**config.mk**
```make
export PLATFORM = sky130hd
export DESIGN_NAME = ins_encoder_loader_flat
export DESIGN_NICKNAME = d
export VERILOG_FILES = /design/src/rtl/ins_encoder_loader_if.sv /design/src/rtl/ins_encoder_loader.sv /design/src/flat_wrapper.sv
export SDC_FILE = /design/constraint.sdc
export NUM_CORES = 1
export LEC_CHECK = 0
export CAP_MARGIN = 10
export CELL_PAD_IN_SITES_DETAIL_PLACEMENT = 0
export CELL_PAD_IN_SITES_GLOBAL_PLACEMENT = 1
export CORE_MARGIN = 2
export CORE_UTILIZATION = 31
export DETAILED_ROUTE_END_ITERATION = 7
export PLACE_DENSITY_LB_ADDON = 0.08
export REMOVE_ABC_BUFFERS = 1
export SLEW_MARGIN = 0
export SYNTH_ARGS = -nofsm -noshare
export SYNTH_HDL_FRONTEND = slang
export SYNTH_SLANG_ARGS = --single-unit
export TNS_END_PERCENT = 100
```
**constraint.sdc**
```tcl
create_clock -name clk -period 3.7 [get_ports clk]
set_input_delay 0.74 -clock clk [delete_from_list [all_inputs] [get_ports clk]]
set_output_delay 0.74 -clock clk [all_outputs]
set_load 0.02 [all_outputs]
```
**src/rtl/ins_encoder_loader_if.sv**
```systemverilog
// Command channel of the instruction encoder/loader: a valid/ready handshake
// carrying one compact instruction command per transfer.
interface ins_encoder_loader_if;
  logic        in_valid;
  logic        out_ready;
  logic [4:0]  in_op;
  logic [4:0]  in_rs;
  logic [4:0]  in_rt;
  logic [4:0]  in_rd;
  logic [4:0]  in_shamt;
  logic [25:0] in_imm;
  logic        in_last;

  modport master (
    output in_valid, in_op, in_rs, in_rt, in_rd, in_shamt, in_imm, in_last,
    input  out_ready
  );

  modport slave (
    input  in_valid, in_op, in_rs, in_rt, in_rd, in_shamt, in_imm, in_last,
    output out_ready
  );
endinterface

```
**src/rtl/ins_encoder_loader.sv**
```systemverilog
// Instruction encoder/loader: turns compact commands into MIPS32 words and
// writes them sequentially into instruction memory, one word per cycle.
module ins_encoder_loader #(
  parameter int ADDR_W    = 10,
  parameter int BASE_ADDR = 0
) (
  input  logic                  clk,
  input  logic                  rst,
  input  logic                  in_start,
  ins_encoder_loader_if.slave   cmd,
  output logic                  out_imem_we,
  output logic [ADDR_W-1:0]     out_imem_addr,
  output logic [31:0]           out_imem_wdata,
  output logic [ADDR_W:0]       out_count,
  output logic                  out_busy,
  output logic                  out_done,
  output logic                  out_err
);

  localparam logic [1:0] S_IDLE = 2'd0;
  localparam logic [1:0] S_RUN  = 2'd1;
  localparam logic [1:0] S_DONE = 2'd2;
  localparam logic [1:0] S_ERR  = 2'd3;

  localparam logic [ADDR_W-1:0] BASE      = ADDR_W'(BASE_ADDR);
  localparam logic [ADDR_W:0]   ONE       = (ADDR_W+1)'(1);
  localparam logic [ADDR_W:0]   LAST_SLOT = {1'b0, {ADDR_W{1'b1}}};

  logic [1:0]        r_state;
  logic [ADDR_W:0]   r_count;
  logic              r_we;
  logic              r_last;
  logic [31:0]       r_wdata;

  logic              w_accept;
  logic              w_legal;
  logic              w_finish;
  logic [31:0]       w_word;

  assign cmd.out_ready = (r_state == S_RUN) && !in_start;
  assign w_accept      = cmd.in_valid && cmd.out_ready;

  // The write in flight ends the session if it is the last command or it
  // fills the final slot; a command accepted alongside it is then dropped.
  assign w_finish = r_we && (r_last || (r_count == LAST_SLOT));

  // Encode the presented command into a MIPS32 word, forcing unused fields to 0
  always_comb begin
    w_legal = 1'b1;
    w_word  = '0;
    case (cmd.in_op)
      5'd0:  w_word = {6'h00, cmd.in_rs, cmd.in_rt, cmd.in_rd, 5'd0, 6'h20};
      5'd1:  w_word = {6'h00, cmd.in_rs, cmd.in_rt, cmd.in_rd, 5'd0, 6'h22};
      5'd2:  w_word = {6'h00, cmd.in_rs, cmd.in_rt, cmd.in_rd, 5'd0, 6'h24};
      5'd3:  w_word = {6'h00, cmd.in_rs, cmd.in_rt, cmd.in_rd, 5'd0, 6'h25};
      5'd4:  w_word = {6'h00, cmd.in_rs, cmd.in_rt, cmd.in_rd, 5'd0, 6'h26};
      5'd5:  w_word = {6'h00, cmd.in_rs, cmd.in_rt, cmd.in_rd, 5'd0, 6'h2A};
      5'd6:  w_word = {6'h00, 5'd0, cmd.in_rt, cmd.in_rd, cmd.in_shamt, 6'h00};
      5'd7:  w_word = {6'h00, 5'd0, cmd.in_rt, cmd.in_rd, cmd.in_shamt, 6'h02};
      5'd8:  w_word = {6'h00, cmd.in_rs, 5'd0, 5'd0, 5'd0, 6'h08};
      5'd9:  w_word = {6'h08, cmd.in_rs, cmd.in_rt, cmd.in_imm[15:0]};
      5'd10: w_word = {6'h09, cmd.in_rs, cmd.in_rt, cmd.in_imm[15:0]};
      5'd11: w_word = {6'h0C, cmd.in_rs, cmd.in_rt, cmd.in_imm[15:0]};
      5'd12: w_word = {6'h0D, cmd.in_rs, cmd.in_rt, cmd.in_imm[15:0]};
      5'd13: w_word = {6'h0E, cmd.in_rs, cmd.in_rt, cmd.in_imm[15:0]};
      5'd14: w_word = {6'h0F, 5'd0, cmd.in_rt, cmd.in_imm[15:0]};
      5'd15: w_word = {6'h23, cmd.in_rs, cmd.in_rt, cmd.in_imm[15:0]};
      5'd16: w_word = {6'h2B, cmd.in_rs, cmd.in_rt, cmd.in_imm[15:0]};
      5'd17: w_word = {6'h04, cmd.in_rs, cmd.in_rt, cmd.in_imm[15:0]};
      5'd18: w_word = {6'h05, cmd.in_rs, cmd.in_rt, cmd.in_imm[15:0]};
      5'd19: w_word = {6'h02, cmd.in_imm};
      5'd20: w_word = {6'h03, cmd.in_imm};
      default: w_legal = 1'b0;
    endcase
  end

  // Session control, write pipeline and word counter
  always_ff @(posedge clk) begin
    if (rst) begin
      r_state <= S_IDLE;
      r_count <= '0;
      r_we    <= 1'b0;
      r_last  <= 1'b0;
      r_wdata <= '0;
    end else begin
      r_we <= w_accept && w_legal && !w_finish;
      if (w_accept) begin
        r_wdata <= w_word;
        r_last  <= cmd.in_last;
      end
      // in_start overrides everything except the write already in flight,
      // which still reaches memory this cycle at its old address.
      if (in_start) begin
        r_state <= S_RUN;
        r_count <= '0;
      end else begin
        if (r_we) r_count <= r_count + ONE;
        if (w_finish)                   r_state <= r_last ? S_DONE : S_ERR;
        else if (w_accept && !w_legal)  r_state <= S_ERR;
      end
    end
  end

  assign out_imem_we    = r_we;
  assign out_imem_addr  = r_we ? (BASE + r_count[ADDR_W-1:0]) : '0;
  assign out_imem_wdata = r_wdata;
  assign out_count      = r_count;
  assign out_busy       = (r_state == S_RUN);
  assign out_done       = (r_state == S_DONE);
  assign out_err        = (r_state == S_ERR);

endmodule
```
**src/flat_wrapper.sv**
```systemverilog
// flat-port wrapper written by rule: the top's interface ports become plain ports
module ins_encoder_loader_flat 
#(
  parameter int ADDR_W    = 10,
  parameter int BASE_ADDR = 0
)
  (clk, rst, in_start, out_imem_we, out_imem_addr, out_imem_wdata, out_count, out_busy, out_done, out_err, cmd_in_valid, cmd_in_op, cmd_in_rs, cmd_in_rt, cmd_in_rd, cmd_in_shamt, cmd_in_imm, cmd_in_last, cmd_out_ready);
  ins_encoder_loader_if cmd_i ();
  input  logic clk;
  input  logic rst;
  input  logic in_start;
  output logic out_imem_we;
  output logic [ADDR_W-1:0] out_imem_addr;
  output logic [31:0] out_imem_wdata;
  output logic [ADDR_W:0] out_count;
  output logic out_busy;
  output logic out_done;
  output logic out_err;
  input wire logic [$bits(cmd_i.in_valid)-1:0] cmd_in_valid;
  input wire logic [$bits(cmd_i.in_op)-1:0] cmd_in_op;
  input wire logic [$bits(cmd_i.in_rs)-1:0] cmd_in_rs;
  input wire logic [$bits(cmd_i.in_rt)-1:0] cmd_in_rt;
  input wire logic [$bits(cmd_i.in_rd)-1:0] cmd_in_rd;
  input wire logic [$bits(cmd_i.in_shamt)-1:0] cmd_in_shamt;
  input wire logic [$bits(cmd_i.in_imm)-1:0] cmd_in_imm;
  input wire logic [$bits(cmd_i.in_last)-1:0] cmd_in_last;
  output wire logic [$bits(cmd_i.out_ready)-1:0] cmd_out_ready;
  assign cmd_i.in_valid = cmd_in_valid;
  assign cmd_i.in_op = cmd_in_op;
  assign cmd_i.in_rs = cmd_in_rs;
  assign cmd_i.in_rt = cmd_in_rt;
  assign cmd_i.in_rd = cmd_in_rd;
  assign cmd_i.in_shamt = cmd_in_shamt;
  assign cmd_i.in_imm = cmd_in_imm;
  assign cmd_i.in_last = cmd_in_last;
  assign cmd_out_ready = cmd_i.out_ready;
  ins_encoder_loader #(.ADDR_W(ADDR_W), .BASE_ADDR(BASE_ADDR)) u_core (.clk(clk), .rst(rst), .in_start(in_start), .cmd(cmd_i), .out_imem_we(out_imem_we), .out_imem_addr(out_imem_addr), .out_imem_wdata(out_imem_wdata), .out_count(out_count), .out_busy(out_busy), .out_done(out_done), .out_err(out_err));
endmodule
```
==> Word level (Yosys, flattened, before mapping) <==
Index checks and enable logic that the tools add are counted.
{ "word_totals": {"reg_bits": 47, "output_inout_bits": 58, "word_cells": 53, "inputBits": 56} }
{ "classes": {"n_eq_ne": 24, "n_mux": 7, "reduce_logical": 15, "n_addsub": 1} }
{ "ops": {"columns": ["cell", "n"], "rows": [
  ["$pmux 32 s21", 1],
  ["$eq 5x4->1 const B", 8],
  ["$eq 5x5->1 const B", 5],
  ["$reduce_or 21->1", 1],
  ["$eq 5x3->1 const B", 4],
  ["$add 11x1->11 const B", 1],
  ["$eq 11x10->1 const B", 1],
  ["$eq 5x2->1 const B", 2],
  ["$mux 10", 1],
  ["$logic_and 1x1->1", 6],
  ["$eq 5x1->1 const B", 1],
  ["$logic_not 5->1", 1],
  ["$eq 2x2->1 const B", 2],
  ["$mux 2", 2],
  ["$logic_not 1->1", 3],
  ["$mux 1", 3],
  ["$reduce_bool 3->1", 1],
  ["$eq 2x1->1 const B", 1],
  ["$reduce_bool 2->1", 1],
  ["$reduce_or 2->1", 1],
  ["$logic_or 1x1->1", 1]
]} }

==> Longest topological paths before layout <==
Gate-level depths: netlist of the first run.
{ "logic_depth": {"depth_word": 8, "ltp_mapped": 6} }

==> Worst setup path before layout of the first run <==
Ideal clock, no wire load.
{ "synth_path": {"path_kind": "input port to flip-flop", "start": "input cmd_in_op[1]", "end": "register u_core.r_wdata[10], in the netlist u_core.out_imem_wdata[10]", "arrival_time_ns": 1.921, "setup_slack_ns": 1.657, "cell_stages": 6, "cell_sequence": "buf_2 or3_1 a21oi_1 nor2b_1 buf_6 a221o_1"} }
{ "synth_via": {"elab_chain_cells": 2} }
{ "synth_lines": {"columns": ["item", "line", "rtl"], "rows": [
  ["start, declared", "flat_wrapper.sv:20", "input wire logic [$bits(cmd_i.in_op)-1:0] cmd_in_op;"],
  ["$eq 5x5->1, or another cell as far along", "ins_encoder_loader.sv:51", "case (cmd.in_op)"],
  ["$pmux 32 s21 (*)", "ins_encoder_loader.sv:51", null],
  ["end signal, assigned", "ins_encoder_loader.sv:88", "r_wdata <= w_word;"],
  ["end, declared", "ins_encoder_loader.sv:33", "logic [31:0] r_wdata;"]
]} }
Mark *: on every way between the ends. The rest lies on a longest branch, timed or not.
A chain may end at the register's enable or synchronous reset.

==> Worst setup path in the final report of the first run <==
{ "layout_path": {"start": "input in_start", "end": "output cmd_out_ready"} }
{ "layout_via": {"elab_chain_cells": 2} }
{ "layout_lines": {"columns": ["item", "line", "rtl"], "rows": [
  ["start, declared", "flat_wrapper.sv:11", "input logic in_start;"],
  ["$logic_not 1->1", "ins_encoder_loader.sv:40", "assign cmd.out_ready = (r_state == S_RUN) && !in_start;"],
  ["$logic_and 1x1->1", "ins_encoder_loader.sv:40", null],
  ["end, declared", "flat_wrapper.sv:27", "output wire logic [$bits(cmd_i.out_ready)-1:0] cmd_out_ready;"]
]} }
Every way passes these cells.

==> results of run 1 <==
-- registers in the layout, summed over array words and instances (netlist names) --
name,cells
u_core.out_imem_wdata,31
u_core.out_count,11
u_core.r_state,2
u_core.out_imem_we,1
u_core.r_last,1
-- power groups by stage --
| stage | Clock (W) | Combinational, W | Sequential (W) |
|---|---|---|---|
| finish | 0.000380 | 0.000171 | 0.000508 |
| detailed placement | 0 | 0.000172 | 0.000520 |
| global route | 0.000414 | 0.000186 | 0.000509 |
| CTS | 0.000395 | 0.000173 | 0.000508 |
| global placement | 0 | 0.000173 | 0.000520 |
| floorplan | 0 | 0.0000543 | 0.000527 |
-- how the worst min path moves through the flow --
stage                        startpoint       endpoint  slack [ns]  cells after the start
after global routing      u_core.r_last  u_core.r_last        0.49                      2
after global placement    u_core.r_last  u_core.r_last        0.45                      2
after detailed placement  u_core.r_last  u_core.r_last        0.45                      2
after floorplan           u_core.r_last  u_core.r_last        0.43                      2
after CTS                 u_core.r_last  u_core.r_last        0.46                      2
final                     u_core.r_last  u_core.r_last        0.46                      2
-- layout by cell type (no fill, tap or decap), drive strengths merged, types with 4 or more instances in the layout --
cell type and count:
clkdlybuf4s50 112, nand3 6, and2 24, nor2 21, inv 6, nand2 19
nor2b 8, a22o 18, and3 5, xnor2 6, xor2 4, nand2b 4
a21oi 6, a221o 15, buf 8, clkbuf 5, nor3 8, o21ai 11
dfxtp 46, nand4 4
-- metal layers --
layer / global-route usage [%] / vias up / routed length (um)
met5: 0 / - / 0
met1: 20.9 / 1078 / 3160
met4: 3.03 / 0 / 42
li1: - / 1180 / -
met2: 24.9 / 78 / 3040
met3: 3.84 / 4 / 336
-- final cells by class --
type | count | share of cell area [%]
clock buffers | 5 | 1.88
clock inverters | 3 | 1.19
inverters | 5 | 0.512
multi-input cells | 192 | 35.7
flip-flops and latches | 46 | 25.1
well taps | 99 | 3.38
repair buffers | 120 | 32.2
-- metrics by stage --
step / hold WS (ns) / cells / utilization (%) / cell area [um2]
after floorplan: 0.430 / 243 / - / 2250
after global placement: 0.446 / 462 / 48.7 / 3550
after CTS: 0.460 / 470 / 50.3 / 3670
final: 0.458 / 470 / 50.3 / 3670
after global routing: 0.495 / 470 / 50.3 / 3670
after detailed placement: 0.447 / 462 / 48.7 / 3550
-- synth_stat cells (2+ instances only) --
cell / instances
nor2b_1: 8
a32o_1: 2
mux2i_1: 2
a22o_1: 18
dfxtp_1: 46
nor3_1: 8
and2_1: 24
clkbuf_1: 7
a21oi_1: 5
o21ai_0: 11
nand3b_1: 2
a221o_1: 15
nor2_1: 21
xor2_1: 4
inv_1: 5
and3_1: 5
nand4_1: 3
nand2_1: 19
nand2b_1: 4
o22ai_1: 2
o21a_1: 2
a211oi_1: 2
xnor2_1: 6
buf_2: 10
nand3_1: 6
-- kinds of logic (layout without fill, tap and decap cells) --
kind of cell             count (synthesis)  count (layout)  share of synthesized area (%)
XOR/XNOR                                10              10                           3.74
flip-flops                              46              46                           39.3
AO/OA/AOI/OAI                           69              69                           24.5
multiplexers                             2               2                          0.855
other                                    1               1                          0.160
adder cells (fa/ha/maj)                  1               1                          0.534
AND/OR/NAND/NOR                        109             109                           26.0
buffers and inverters                   24             133                           4.86
-- critical path: stages --
cell and delay, ns:
clkdlybuf4s50_1 0.49, nor2b_1 0.13, clkdlybuf4s50_1 0.61
==> impl_metrics.env, run 1 <==
export IMPL_total_power_w=0.00106
export IMPL_worstMarginPinSlew_ns=0.795
export IMPL_io_buffer_count=112
export IMPL_die_w_um=90.9
export IMPL_cts_root_buf="clkbuf_8"
export IMPL_core_area_mm2=0.00729
export IMPL_seq_power_share_pct=47.9
export IMPL_wl_per_cell_um=14.0
export IMPL_period_share_pct=73.1
export IMPL_p_clk_share_pct=35.9
export IMPL_dr_first_iter_drc_count=80
export IMPL_gr_total_overflow=0
export IMPL_setup_viol=0
export IMPL_routed_via_density=4.98
export IMPL_hp_class="reg2reg"
export IMPL_synth_area_mm2=0.00234
export IMPL_reg2reg_depth=4
export IMPL_io_pins=114
export IMPL_endpoint_kind="output pin"
export IMPL_cts_tree="built"
export IMPL_place_congestion=0.797
export IMPL_yosys_warnings=0
export IMPL_drive_above_1_share_pct=6.47
export IMPL_cts_clk_slew_worst_paths_ns=0.09
export IMPL_peakVddDrop_v=0.000163
export IMPL_r2r_slack_ns=1.72
export IMPL_synth_top_area_share_pct=39.3
export IMPL_maxSlewHeadroom_pct=46.7
export IMPL_fin_nets=427
export IMPL_first_pass_iters=4
export IMPL_synth_seq_cells=46
export IMPL_start_util_pct=32.1
export IMPL_ys_flop_type="dfxtp_1"
export IMPL_synth_cell_type_count=50
export IMPL_rows=31
export IMPL_diodes=0
export IMPL_internal_power_w=0.000802
export IMPL_post_cts_buffers=0
export IMPL_hold_violations=0
export IMPL_p_comb_share_pct=16.2
export IMPL_place_ws_ns=0.763
export IMPL_setup_ws_ns=0.994
export IMPL_r2r_end="u_core.r_state[1]"
export IMPL_die_height_um=90.9
export IMPL_grt_start_max_net_pins=25
export IMPL_max_freq_mhz=370
export IMPL_period_minus_slack_ns=2.71
export IMPL_fillers=742
export IMPL_antenna_found_initial=0
export IMPL_cts_buffers=5
export IMPL_hold_buffers=0
export IMPL_multiInputGateArea_mm2=0.00131
export IMPL_crit_type="in2out"
export IMPL_powerDensity_mw_per_mm2=289
export IMPL_cts_resized=0
export IMPL_dieArea_mm2=0.00826
export IMPL_grt_pass1_wl_um=10500
export IMPL_rsz0062_at_grt="false"
export IMPL_arrival_ns=1.97
export IMPL_syn2layout_area_growth_pct=56.6
export IMPL_seq_area_frac_synth_pct=39.3
export IMPL_synth_area_top_cells="dfxtp_1 (39%), a22o_1 (6.7%), a221o_1 (6.4%)"
export IMPL_cp_startpoint="in_start"
export IMPL_synth_area_per_cell_um2=8.94
export IMPL_synthCells=262
export IMPL_worstSetupEndpoint="cmd_out_ready"
export IMPL_worstPathRequired_ns=2.96
export IMPL_fin_skew_ns=0.00744
export IMPL_switching_share_pct=24.3
export IMPL_grt_pass1_vias=2116
export IMPL_setup_tns_ns=0
export IMPL_p_switching_w=0.000258
export IMPL_dp_hpwl_um=5000
export IMPL_regArea_um2=921
export IMPL_start_kind="input pin"
export IMPL_status="finished, final reports clean"
export IMPL_synth_area_leader_cell="dfxtp_1"
export IMPL_clkLatencyLatePin_ns=0.30
export IMPL_p_leak_nw=1.34
export IMPL_ys_async_sr_fraction_pct=0
export IMPL_ant_nets=0
export IMPL_slew_viol_final=0
export IMPL_htreeDepth=2
export IMPL_synth_edf_count=0
export IMPL_drc_errors=0
export IMPL_drv_cap=0
export IMPL_vias=2340
export IMPL_worstPathMaxFanout=6
export IMPL_clock_sinks=46
export IMPL_wirelength_um=6580
export IMPL_r2r_start="u_core.out_imem_we"
export IMPL_grt_usage_pct=15.4
export IMPL_cts_buffer_depth=2
Power figures use the tool's default switching activity.
==> run 2, diff against run 1 <==
- CORE_UTILIZATION: 31 -> 29
- clock period: 3.7 -> 2.7 ns (I/O delays scaled with it)
==> impl_metrics.env, run 2 (synthesized netlist as in run 1, its figures left out) <==
export IMPL_final_common_cell="clkdlybuf4s50_1"
export IMPL_status="finished, final reports clean"
export IMPL_dr_first_iter_drc_count=79
export IMPL_total_power_w=0.00146
export IMPL_cp_startpoint="u_core.out_imem_we"
export IMPL_seq_power_share_pct=47.7
export IMPL_p_clk_share_pct=35.7
export IMPL_slew_viol_final=0
export IMPL_drive_above_1_share_pct=7.45
export IMPL_internal_power_w=0.00110
export IMPL_vias=2358
export IMPL_grt_start_max_net_pins=24
export IMPL_worstMarginPinSlew_ns=0.821
export IMPL_clkLatencyLatePin_ns=0.30
export IMPL_crit_type="reg2out"
export IMPL_htreeDepth=2
export IMPL_post_cts_buffers=0
export IMPL_ant_nets=0
export IMPL_die_height_um=93.8
export IMPL_max_freq_mhz=420
export IMPL_hp_start="u_core.r_last"
export IMPL_worstPathMaxFanout=17
export IMPL_rows=32
export IMPL_grt_usage_pct=15.4
export IMPL_period_share_pct=88.2
export IMPL_peakVddDrop_v=0.000206
export IMPL_utilization_pct=47.7
export IMPL_routed_via_density=4.93
export IMPL_start_util_pct=30.1
export IMPL_hold_ws_ns=0.463
export IMPL_fin_skew_ns=0.00746
export IMPL_fin_nets=432
export IMPL_r2r_start="u_core.out_imem_we"
export IMPL_worstPathRequired_ns=2.16
export IMPL_maxSlewHeadroom_pct=45.1
export IMPL_io_buffer_count=112
export IMPL_antenna_found_initial=0
export IMPL_drc_errors=0
export IMPL_rsz0062_at_grt="false"
export IMPL_gr_total_overflow=0
export IMPL_start_kind="flop"
export IMPL_io_pins=114
export IMPL_core_area_mm2=0.00777
export IMPL_period_minus_slack_ns=2.38
export IMPL_dieArea_mm2=0.00881
export IMPL_first_pass_iters=5
export IMPL_setup_viol=0
export IMPL_grt_pass1_wl_um=10800
export IMPL_arrival_ns=1.84
export IMPL_p_leak_nw=1.36
export IMPL_endpoint_kind="output pin"
export IMPL_wl_per_cell_um=14.4
export IMPL_drv_cap=0
export IMPL_cts_resized=0
export IMPL_wirelength_um=6870
export IMPL_powerDensity_mw_per_mm2=394
export IMPL_syn2layout_area_growth_pct=58.3
export IMPL_stdcell_count=478
export IMPL_p_comb_share_pct=16.6
export IMPL_cts_buffers=5
export IMPL_grt_pass1_vias=2226
export IMPL_switching_share_pct=24.5
export IMPL_hold_violations=0
export IMPL_cts_buffer_depth=2
export IMPL_die_w_um=93.8
export IMPL_placed_cells=470
export IMPL_largest_reg_flops=31
export IMPL_p_switching_w=0.000358
export IMPL_hp_class="reg2reg"
export IMPL_place_congestion=0.765
export IMPL_layout_common_cells="clkdlybuf4s50_1 (112), dfxtp_1 (46), and2_1 (24)"
export IMPL_cts_root_buf="clkbuf_8"
export IMPL_diodes=0
export IMPL_clock_sinks=46
export IMPL_setup_tns_ns=0
export IMPL_dp_hpwl_um=5080
export IMPL_hold_buffers=0
export IMPL_cts_clk_slew_worst_paths_ns=0.09
export IMPL_cts_tree="built"
==> run 2: cell count changes in the layout (fill, tap and decap cells not counted), sizes merged <==
| cell | change |
|---|---|
| buf | +5 |
| clkbuf | +1 |
| clkinv | -1 |
| clkinvlp | +1 |
| inv | -1 |
==> run 2: final cells by class <==
class | instances | area, um2
timing repair buffer | 125 | 1220
inverter | 5 | 18.8
multi-input combinational | 192 | 1310
tap | 102 | 128
sequential | 46 | 921
clock inverter | 2 | 37.5
clock buffer | 6 | 72.6
fill | 774 | 4060
==> run 2: power by group through the flow <==
stage | registers, W | logic (W) | clock network (W)
2_1_floorplan | 0.000722 | 0.0000745 | 0
3_3_place_gp | 0.000712 | 0.000244 | 0
3_5_place_dp | 0.000712 | 0.000243 | 0
4_1_cts | 0.000697 | 0.000245 | 0.000540
5_1_grt | 0.000698 | 0.000263 | 0.000565
6_report | 0.000696 | 0.000243 | 0.000521
==> run 2: critical path, cell delays in order (launching register included) <==
cell and delay [ns]:
dfxtp_1 0.68, nand2_1 0.18, inv_1 0.09, clkdlybuf4s50_1 0.59
==> run 2: worst paths after layout <==
path,endpoint,slack [ns],depth (start not counted)
setup / recovery,out_imem_addr[3],0.32,3
hold / removal,u_core.r_last,0.46,2
setup reg to reg,u_core.out_imem_we,0.70,4
hold reg to reg,u_core.r_last,0.46,2
==> run 2: routing by layer <==
metal,global-route usage [%],up-vias,wire [um]
met3,3.13,5,398
met4,4.35,0,62
met1,21.2,1088,3310
met2,24.4,80,3100
met5,0,-,0
li1,-,1185,-
==> run 2: metrics by stage <==
stage / worst slack [ns] / cell area [um2]
3_5_place_dp: 0.108 / 3590
5_1_grt: 0.0819 / 3700
6_report: 0.317 / 3700
2_1_floorplan: 0.544 / 2250
3_3_place_gp: 0.141 / 3590
4_1_cts: 0.261 / 3700
